--- src/rtl/bloco_controle.sv ---
// rtl/bloco_controle.sv - instruction sequencer driving the BLOCO register-bank/ALU/flag datapath
// Optional repeat of each instruction is built only when BLOCO_CTRL_REPEAT_EN is defined.
module bloco_controle #(
  parameter int end_registros = 2,
  parameter int CLR_CICLOS    = 2
) (
  input  logic                     clk,
  input  logic                     reset,
  input  logic                     instr_valid,
  input  logic [15:0]              instr,
  output logic                     instr_ready,
  input  logic                     halt,
  output logic                     Hab_Escrita,
  output logic [end_registros-1:0] Sel_SA,
  output logic [end_registros-1:0] Sel_SB,
  output logic [end_registros-1:0] Sel_SC,
  output logic [4:0]               controleOperacao,
  output logic                     reset_Ban_Registros,
  output logic                     reset_Flags,
  output logic                     busy,
  output logic [15:0]              instr_count
);

  localparam int CW = (CLR_CICLOS > 1) ? $clog2(CLR_CICLOS) : 1;
  localparam logic [CW-1:0] CLR_LAST = CW'(CLR_CICLOS - 1);
  localparam logic [4:0] OP_CLEAR = 5'b11111;

  typedef enum logic [1:0] {CLR, IDLE, EXEC} state_t;

  state_t        state_q;
  logic [CW-1:0] clr_cnt_q;
  logic          clr_op_q;
  logic [15:4]   ir_q;
  logic [15:0]   instr_count_q;
`ifdef BLOCO_CTRL_REPEAT_EN
  logic [3:0]    rep_cnt_q;
`else
  logic          unused_rep;
  assign unused_rep = ^instr[3:0];
`endif

  // Datapath controls come straight from registers: no input-to-output paths except halt->ready.
  assign instr_ready         = (state_q == IDLE) && !halt;
  assign busy                = (state_q != IDLE);
  assign reset_Ban_Registros = (state_q == CLR);
  assign reset_Flags         = (state_q == CLR);
  assign Hab_Escrita         = (state_q == EXEC) && ir_q[4];
  assign controleOperacao    = ir_q[15:11];
  assign Sel_SA              = ir_q[10:9];
  assign Sel_SB              = ir_q[8:7];
  assign Sel_SC              = ir_q[6:5];
  assign instr_count         = instr_count_q;

  always_ff @(posedge clk or negedge reset) begin
    if (!reset) begin
      state_q       <= CLR;
      clr_cnt_q     <= '0;
      clr_op_q      <= 1'b0;
      ir_q          <= '0;
      instr_count_q <= '0;
`ifdef BLOCO_CTRL_REPEAT_EN
      rep_cnt_q     <= '0;
`endif
    end else begin
      case (state_q)
        CLR: begin
          if (clr_cnt_q == CLR_LAST) begin
            state_q   <= IDLE;
            clr_cnt_q <= '0;
            clr_op_q  <= 1'b0;
            // Only an opcode-requested clear retires as an instruction.
            if (clr_op_q) instr_count_q <= instr_count_q + 16'd1;
          end else begin
            clr_cnt_q <= clr_cnt_q + CW'(1);
          end
        end
        IDLE: begin
          if (instr_valid && instr_ready) begin
            ir_q <= instr[15:4];
            if (instr[15:11] == OP_CLEAR) begin
              state_q  <= CLR;
              clr_op_q <= 1'b1;
            end else begin
              state_q <= EXEC;
`ifdef BLOCO_CTRL_REPEAT_EN
              rep_cnt_q <= instr[3:0];
`endif
            end
          end
        end
        EXEC: begin
`ifdef BLOCO_CTRL_REPEAT_EN
          if (rep_cnt_q == 4'd0) begin
            state_q       <= IDLE;
            instr_count_q <= instr_count_q + 16'd1;
          end else begin
            rep_cnt_q <= rep_cnt_q - 4'd1;
          end
`else
          state_q       <= IDLE;
          instr_count_q <= instr_count_q + 16'd1;
`endif
        end
        default: state_q <= CLR;
      endcase
    end
  end

endmodule

--- config.mk ---
export PLATFORM = sky130hd
export DESIGN_NAME = bloco_controle
export DESIGN_NICKNAME = d
export VERILOG_FILES = /design/src/rtl/bloco_controle.sv
export SDC_FILE = /design/constraint.sdc
export NUM_CORES = 1
export LEC_CHECK = 0
export CORE_UTILIZATION = 40
export DETAILED_ROUTE_END_ITERATION = 7
export PLACE_DENSITY = 0.75
export SYNTH_ARGS = -nofsm -noshare
export SYNTH_HDL_FRONTEND = slang
export SYNTH_SLANG_ARGS = --single-unit
--- constraint.sdc ---
create_clock -name clk -period 1.45 [get_ports clk]
set_input_delay 0.2175 -clock clk [delete_from_list [all_inputs] [get_ports clk]]
set_output_delay 0.2175 -clock clk [all_outputs]
set_load 0.02 [all_outputs]
==> impl_results.md, run 1 <==
* Cell count after placement at 216
* Minimum setup slack among reg-to-reg paths at -70 ps
* Capturing element of the worst setup path: instr_count[8]$_DFFE_PN0P_
* Maximum number of buffers from clock root to sink at 2
* Fmax at 658 MHz
* Final cell count without fillers at 231
* Worst Setup Path Type: reg2reg
* Relative slew margins at 73.1%
* Via density at 4.75
* # Max-Cap Violations at 0
* Count of input and output buffers at 47
* Area used by multi-input combinational logic at 692 um^2
* Post-Synthesis Net Count at 143
* Endpoint arrival time on the critical path at 1730 ps
* Effective utilization at floorplan at 42.9%
* Worst hold path type: in2async
* Number of standard cells after synthesis at 122
* Die span in x at 62.8 um
* Maximum level of the CTS H-tree at 2
* Clock latency reported for the late side of the worst-skew pair at 280 ps
* Worst Path Required at 1660 ps
* Max Fanout on Critical Path at 4
* Final clock skew at 4.19 ps
* Register clock-pin slew on the reported worst setup and hold paths at 60 ps
* Netlist area before placement at 0.00148 mm^2
* Routed via count at 1097
* Layout-stage area growth over the synthesis result at 53.6%
* Final slew viol count at 0
* Gr ovfl total at 0
* Area enclosed by the die boundary at 0.00394 mm^2
* Number of global-route vias before repair at 1176
* Number of antenna violations at the first check in global routing at 0
* Crit path launch: state_q[0]$_DFFE_PN0P_
* Post-synthesis average cell area at 12.1 um^2
* Pin count of the biggest net entering global routing at 33
* DRT Pass-1 Iters at 4
* Worst supply voltage drop on vdd at 814 uV
* Number of DRC violations after detailed routing at 0
* Met3 demand-to-capacity share in global routing at 6.57%
* Global routing's busiest layer: met2
* CP endpoint kind: register
* Leak at 1.10 nW
* Average wire per cell in the routed design at 14.4 um
* Met2 Resource Use GR at 30.7%
* Placement-stage worst setup slack at -202 ps
* Std cell rows at 21
* Final setup violation count at 5
* Fraction of met1 tracks used by global routing at 21.4%
* Worst Max-Slew Pin Slew at 404 ps
* Failing checks: setup timing
* Final Critical Period at 1520 ps
* Die height at 62.8 um
* FILL cells at 282
* Fraction of the yosys area taken by sequential cells at 54.2%
* Endpoint of the worst register-to-register path: instr_count[8]$_DFFE_PN0P_
* Number of cells on the worst reg-to-reg path at 4
* Number of clock sinks at 32
* Count of unique library cells instantiated by Yosys at 27
* FF/Latch Area at 806 um^2
* Worst reg2reg path startpoint: state_q[0]$_DFFE_PN0P_
* Clock tree from TritonCTS: done
* FF+latch count, synth at 32
* Final WS setup at -70.1 ps
* Main area contributors after synthesis: sky130_fd_sc_hd__dfrtp_1, sky130_fd_sc_hd__buf_4, sky130_fd_sc_hd__mux2_1
* Wire length of the first global-routing pass at 5460 um
* Outcome: complete, but fails checks
* Clk root buf: sky130_fd_sc_hd__clkbuf_8
* Number of warnings printed during yosys synthesis at 0
* Residual antenna-violating net count after detailed routing at 0
* Detailed Route WL at 3320 um
* GPL Wtd Cong at 0.742
* Number of antenna cells inserted at 0
* Number of hold violations in the final report at 0
* Library cell occupying the most area in the post-synthesis netlist: sky130_fd_sc_hd__dfrtp_1
* Yosys top cell area share at 54.2%
* I/O pin count at 52
* Final cell utilization of the core at 65.9%
* Hold slack final at 349 ps
* Overall routing resource usage at 18.4%
* DPL Wire Length at 2120 um
* Number of CTS-inserted buffers at 5
* Pwr per Cell Area at 1600 mW/mm^2
* Area inside the core boundary at 0.00344 mm^2
* NumNets Final at 205
* RSZ-0062 raised after global routing: yes
* Initial DRC count at 20
* Category of the worst setup path launch point: register
* Share of final-layout standard cells stronger than drive strength 1 at 36.2%
* Final clock period utilization by the worst path at 105%
[repair_timing]
item | CTS | global route
buffers inserted | 5 | 3
cloned | 1 | 0
hold buffers | 0 | 0
endpoints found under the setup margin | 46 | 26
resized for setup | 64 | 19
pin swaps | 4 | 4
[per-layer routing]
layer  routed length, um  part of all wire [%]  up-vias
met1                1450                    44      527
li1                    -                     -      525
met5                   0                     0        -
met3                 175                   5.3        6
met2                1650                    50       39
met4                  49                   1.5        0
[layout make-up]
type / count / area share (%)
Multi-Input combinational cell: 76 / 30.5
Sequential cell: 32 / 35.5
Timing Repair Buffer: 69 / 27.3
Clock inverter: 2 / 0.442
Tap cell: 46 / 2.54
Clock buffer: 6 / 3.64
[power breakdown]
| group | internal (mW) | switching (mW) |
|---|---|---|
| sequential | 1.15 | 0.184 |
| combinational | 0.868 | 0.742 |
| clock | 0.378 | 0.303 |
| total | 2.39 | 1.23 |
[placed cells by master (no fill, tap or decap), types with 6 or more instances in the layout]
| cell type | count |
|---|---|
| sky130_fd_sc_hd__nand2_1 | 11 |
| sky130_fd_sc_hd__xnor2_1 | 8 |
| sky130_fd_sc_hd__clkbuf_8 | 6 |
| sky130_fd_sc_hd__nand4_1 | 6 |
| sky130_fd_sc_hd__buf_6 | 8 |
| sky130_fd_sc_hd__clkdlybuf4s50_1 | 15 |
| sky130_fd_sc_hd__buf_4 | 17 |
| sky130_fd_sc_hd__mux2_4 | 12 |
| sky130_fd_sc_hd__dlygate4sd2_1 | 27 |
| sky130_fd_sc_hd__dfrtp_1 | 28 |
| sky130_fd_sc_hd__xor2_1 | 8 |
[how the worst min path moves through the flow]
stage,start,to,slack [ps],cells past startpoint
detailed placement,instr_count[15]$_DFFE_PN0P_,instr_count[15]$_DFFE_PN0P_,460,1
CTS,reset,ir_q[15]$_DFFE_PN0P_,340,2
global route,reset,ir_q[7]$_DFFE_PN0P_,360,2
floorplan,reset,clr_cnt_q$_DFFE_PN0N_,-80,0
global placement,instr_count[15]$_DFFE_PN0P_,instr_count[15]$_DFFE_PN0P_,460,1
finish,reset,ir_q[10]$_DFFE_PN0P_,350,2
[kinds of logic after synthesis]
family	after synthesis	synth area share [%]
simple gates	41	16.4
mux	13	9.92
flops	32	54.2
compound gates	5	2.20
buf+inv	14	6.95
fa+ha+maj	1	0.847
xor+xnor	16	9.49
[Yosys cell counts, drive strengths merged]
cell type / instances
xor2: 8
xnor2: 8
nand2: 11
buf: 14
o21ai: 1
nand2b: 2
o31a: 1
dfrtp: 32
nor4: 1
nor2b: 2
and4bb: 1
ha: 1
or4b: 1
nand4: 6
nor3b: 1
and4: 1
nor3: 3
mux2: 13
a21oi: 3
nand3: 2
and3: 1
nor2: 9
[state kept, by name, indices dropped and copies added, names as in the netlist]
name	cells
instr_count	16
ir_q	12
clr_cnt_q	1
state_q	2
clr_op_q	1
[through the flow]
step,TNS (ps),total power [mW],cell area (um^2)
after detailed placement,-2100,2.83,2050
after global routing,-867,3.85,2270
after floorplan,-743,2.26,1500
after CTS,-545,3.60,2230
final,-220,3.62,2270
after global placement,-1330,2.78,2050
[worst max-delay path, stage by stage (launching register included)]
cell	delay, ps
sky130_fd_sc_hd__dfrtp_2	450
sky130_fd_sc_hd__buf_6	150
sky130_fd_sc_hd__or4b_4	580
sky130_fd_sc_hd__nor2_4	120
sky130_fd_sc_hd__xor2_1	140
(Power assumes the default switching activity.)
==> run 2: changes to the inputs <==
--- a/config.mk
+++ b/config.mk
@@ -6,4 +6,5 @@
 export NUM_CORES = 1
 export LEC_CHECK = 0
+export CORE_ASPECT_RATIO = 1.5
 export CORE_UTILIZATION = 40
 export DETAILED_ROUTE_END_ITERATION = 7
==> constraint.sdc (replaced) <==
create_clock -name clk -period 1.45 [get_ports clk]
set_input_delay 0.2175 -clock clk [delete_from_list [all_inputs] [get_ports clk]]
set_output_delay 0.2175 -clock clk [all_outputs]
set_load 0.01 [all_outputs]
==> impl_results.md, run 2 (synthesis results as in run 1) <==
* Average wire per cell in the routed design at 14.2 um (-1.4%)
* Number of CTS-inserted buffers at 5 (unchanged)
* Critical path buffers and inverters at 0 (-1)
* Final cell utilization of the core at 65.1% (-0.77 points)
* Wire length of the first global-routing pass at 5220 um (-4.4%)
* Max reg flops at 16 (unchanged)
* Worst supply voltage drop on vdd at 977 uV (+20%)
* Register clock-pin slew on the reported worst setup and hold paths at 60 ps (about the same)
* Worst Max-Slew Pin Slew at 249 ps (-155 ps)
* Share of final-layout standard cells stronger than drive strength 1 at 33.5% (-2.7 points)
* Std cell rows at 26 (+24%)
* Final Critical Period at 1530 ps (+5.75 ps)
* Number of hold violations in the final report at 0 (unchanged)
* Final clock period utilization by the worst path at 105% (+0.40 points)
* Slowest stage cell on the critical path: sky130_fd_sc_hd__or4b_4
* RSZ-0062 raised after global routing: yes
* CP endpoint kind: register
* Minimum setup slack among reg-to-reg paths at -80 ps (about the same)
* DP Area at 0.00206 mm^2 (+0.55%)
* Pin count of the biggest net entering global routing at 33 (unchanged)
* Die height at 76.4 um (+22%)
* Worst Setup Path Type: reg2reg
* Delay of the slowest critical-path stage at 560 ps (-20 ps)
* DPL Wire Length at 2240 um (+5.6%)
* Number of global-route vias before repair at 1174 (-0.17%)
* Endpoint arrival time on the critical path at 1720 ps (about the same)
* Number of cells on the worst reg-to-reg path at 5 (+1)
* Number of antenna cells inserted at 0 (unchanged)
* Die span in x at 51.6 um (-18%)
* I/O pin count at 52 (unchanged)
* Category of the worst setup path launch point: register
* Clk root buf: sky130_fd_sc_hd__clkbuf_8
* Residual antenna-violating net count after detailed routing at 0 (unchanged)
* Clock latency reported for the late side of the worst-skew pair at 270 ps (about the same)
* Total of hold buffers inserted after clock tree synthesis at 0 (unchanged)
* Most common cell after layout, fill and taps aside: sky130_fd_sc_hd__clkdlybuf4s50_1
* Leak at 1.08 nW (-2.1%)
* # Max-Cap Violations at 0 (unchanged)
* Number of clock sinks at 32 (unchanged)
* Final clock skew at 5.06 ps (+0.874 ps)
* Final slew viol count at 0 (unchanged)
* Cell family with most CP delay: simple AND/OR/NAND/NOR gates
* Cells traversed along the worst timing path: ha_2, nand4_1, or4b_4, nor2_4, xor2_1
* Detailed Route WL at 3220 um (-3.1%)
* Placement-stage worst setup slack at -148 ps (+54.3 ps)
* Number of logic stages on the critical path including buffering at 5 (+1)
* Initial DRC count at 13 (-35%)
* Layout-stage area growth over the synthesis result at 53.5% (about the same)
* Final WS setup at -75.8 ps (-5.75 ps)
* Maximum level of the CTS H-tree at 2 (unchanged)
* Count of input and output buffers at 47 (unchanged)
* Leading cell types in the layout, fill and taps excluded: sky130_fd_sc_hd__clkdlybuf4s50_1, sky130_fd_sc_hd__dfrtp_1, sky130_fd_sc_hd__buf_4
* Maximum number of buffers from clock root to sink at 2 (unchanged)
* Outcome: complete, but fails checks
* Area inside the core boundary at 0.00348 mm^2 (+1.1%)
* Number of DRC violations after detailed routing at 0 (unchanged)
* Fin area at 0.00227 mm^2 (about the same)
* Worst hold path type: in2async
* Number of antenna violations at the first check in global routing at 0 (unchanged)
* Failing checks: setup timing
* Max Fanout on Critical Path at 3 (-1)
* GPL Wtd Cong at 0.745 (+0.36%)
* DRT Pass-1 Iters at 4 (unchanged)
* Clock tree from TritonCTS: done
* Relative slew margins at 83.4% (+10 points)
* Cell count after placement at 211 (-2.3%)
* Final cell count without fillers at 227 (-1.7%)
* FILL cells at 280 (-0.71%)
* Effective utilization at floorplan at 42.4% (-0.48 points)
* Final setup violation count at 3 (-2)
* Fmax at 655 MHz (-0.38%)
* Overall routing resource usage at 17.9% (-0.50 points)
* Worst Path Required at 1650 ps (about the same)
* Final total power at 3.40 mW (-6.1%)
* Via density at 4.96 (+4.5%)
* Area enclosed by the die boundary at 0.00394 mm^2 (+0.13%)
* Gr ovfl total at 0 (unchanged)
* Routed via count at 1126 (+2.6%)
* NumNets Final at 206 (+0.49%)
* Pwr per Cell Area at 1500 mW/mm^2 (-6.0%)
==> run 2: changes by cell type in the layout (fill, tap and decap cells not counted), sizes merged <==
cell	delta
clkdlybuf4s50	+15
buf	-3
dlygate4sd2	-14
clkinv	-1
clkdlybuf4s15	+1
dlymetal6s2s	+1
clkbuf	+1
==> run 2: power by group <==
group	internal (mW)	switching [mW]	leakage, nW
clock network	0.325	0.284	0.0410
registers	1.14	0.157	0.406
logic	0.939	0.553	0.628
==> run 2: final cells by class <==
| type | count | area (um^2) | share of cell area (%) |
|---|---|---|---|
| clock buffer | 6 | 72.6 | 3.20 |
| timing repair buffer | 70 | 656 | 28.9 |
| multi-input combinational | 76 | 676 | 29.8 |
| clock inverter | 1 | 5.00 | 0.221 |
| sequential | 32 | 805 | 35.5 |
| tap | 42 | 52.6 | 2.32 |
==> run 2: worst register-to-register path, stage by stage (launching register included) <==
cell,delay [ps]
sky130_fd_sc_hd__dfrtp_1,350
sky130_fd_sc_hd__ha_2,190
sky130_fd_sc_hd__nand4_1,100
sky130_fd_sc_hd__or4b_4,560
sky130_fd_sc_hd__nor2_4,110
sky130_fd_sc_hd__xor2_1,140
==> run 2: what timing repair did <==
action                                  CTS  global route
pin swaps                                 1             1
resized for setup                        29            13
setup buffers                             7             2
endpoints found under the setup margin   37            22
==> run 2: metal layers <==
layer  share of wire [%]  routed length [um]  GRT usage, %
met5                   0                   0             0
met1                  39                1260          19.6
met2                  54                1740          30.0
met3                 4.9                 157          5.79
met4                 1.8                  58          8.92
==> run 2: path summary, 6_finish.rpt <==
path,startpoint,to
worst max-delay path,instr_count[1]$_DFFE_PN0P_,instr_count[10]$_DFFE_PN0P_
worst min-delay path,reset,instr_count[1]$_DFFE_PN0P_
worst max register to register,instr_count[1]$_DFFE_PN0P_,instr_count[10]$_DFFE_PN0P_
worst min register to register,instr_count[15]$_DFFE_PN0P_,instr_count[15]$_DFFE_PN0P_
max in group asynchronous,reset,state_q[0]$_DFFE_PN0P_
min in group clk,instr_count[15]$_DFFE_PN0P_,instr_count[15]$_DFFE_PN0P_
==> run 2: through the flow <==
stage / TNS (ps) / hold WS [ps]
2_1_floorplan: -617 / -78.1
3_3_place_gp: -1250 / 463
3_5_place_dp: -1820 / 465
4_1_cts: -249 / 299
5_1_grt: -483 / 316
6_report: -153 / 298
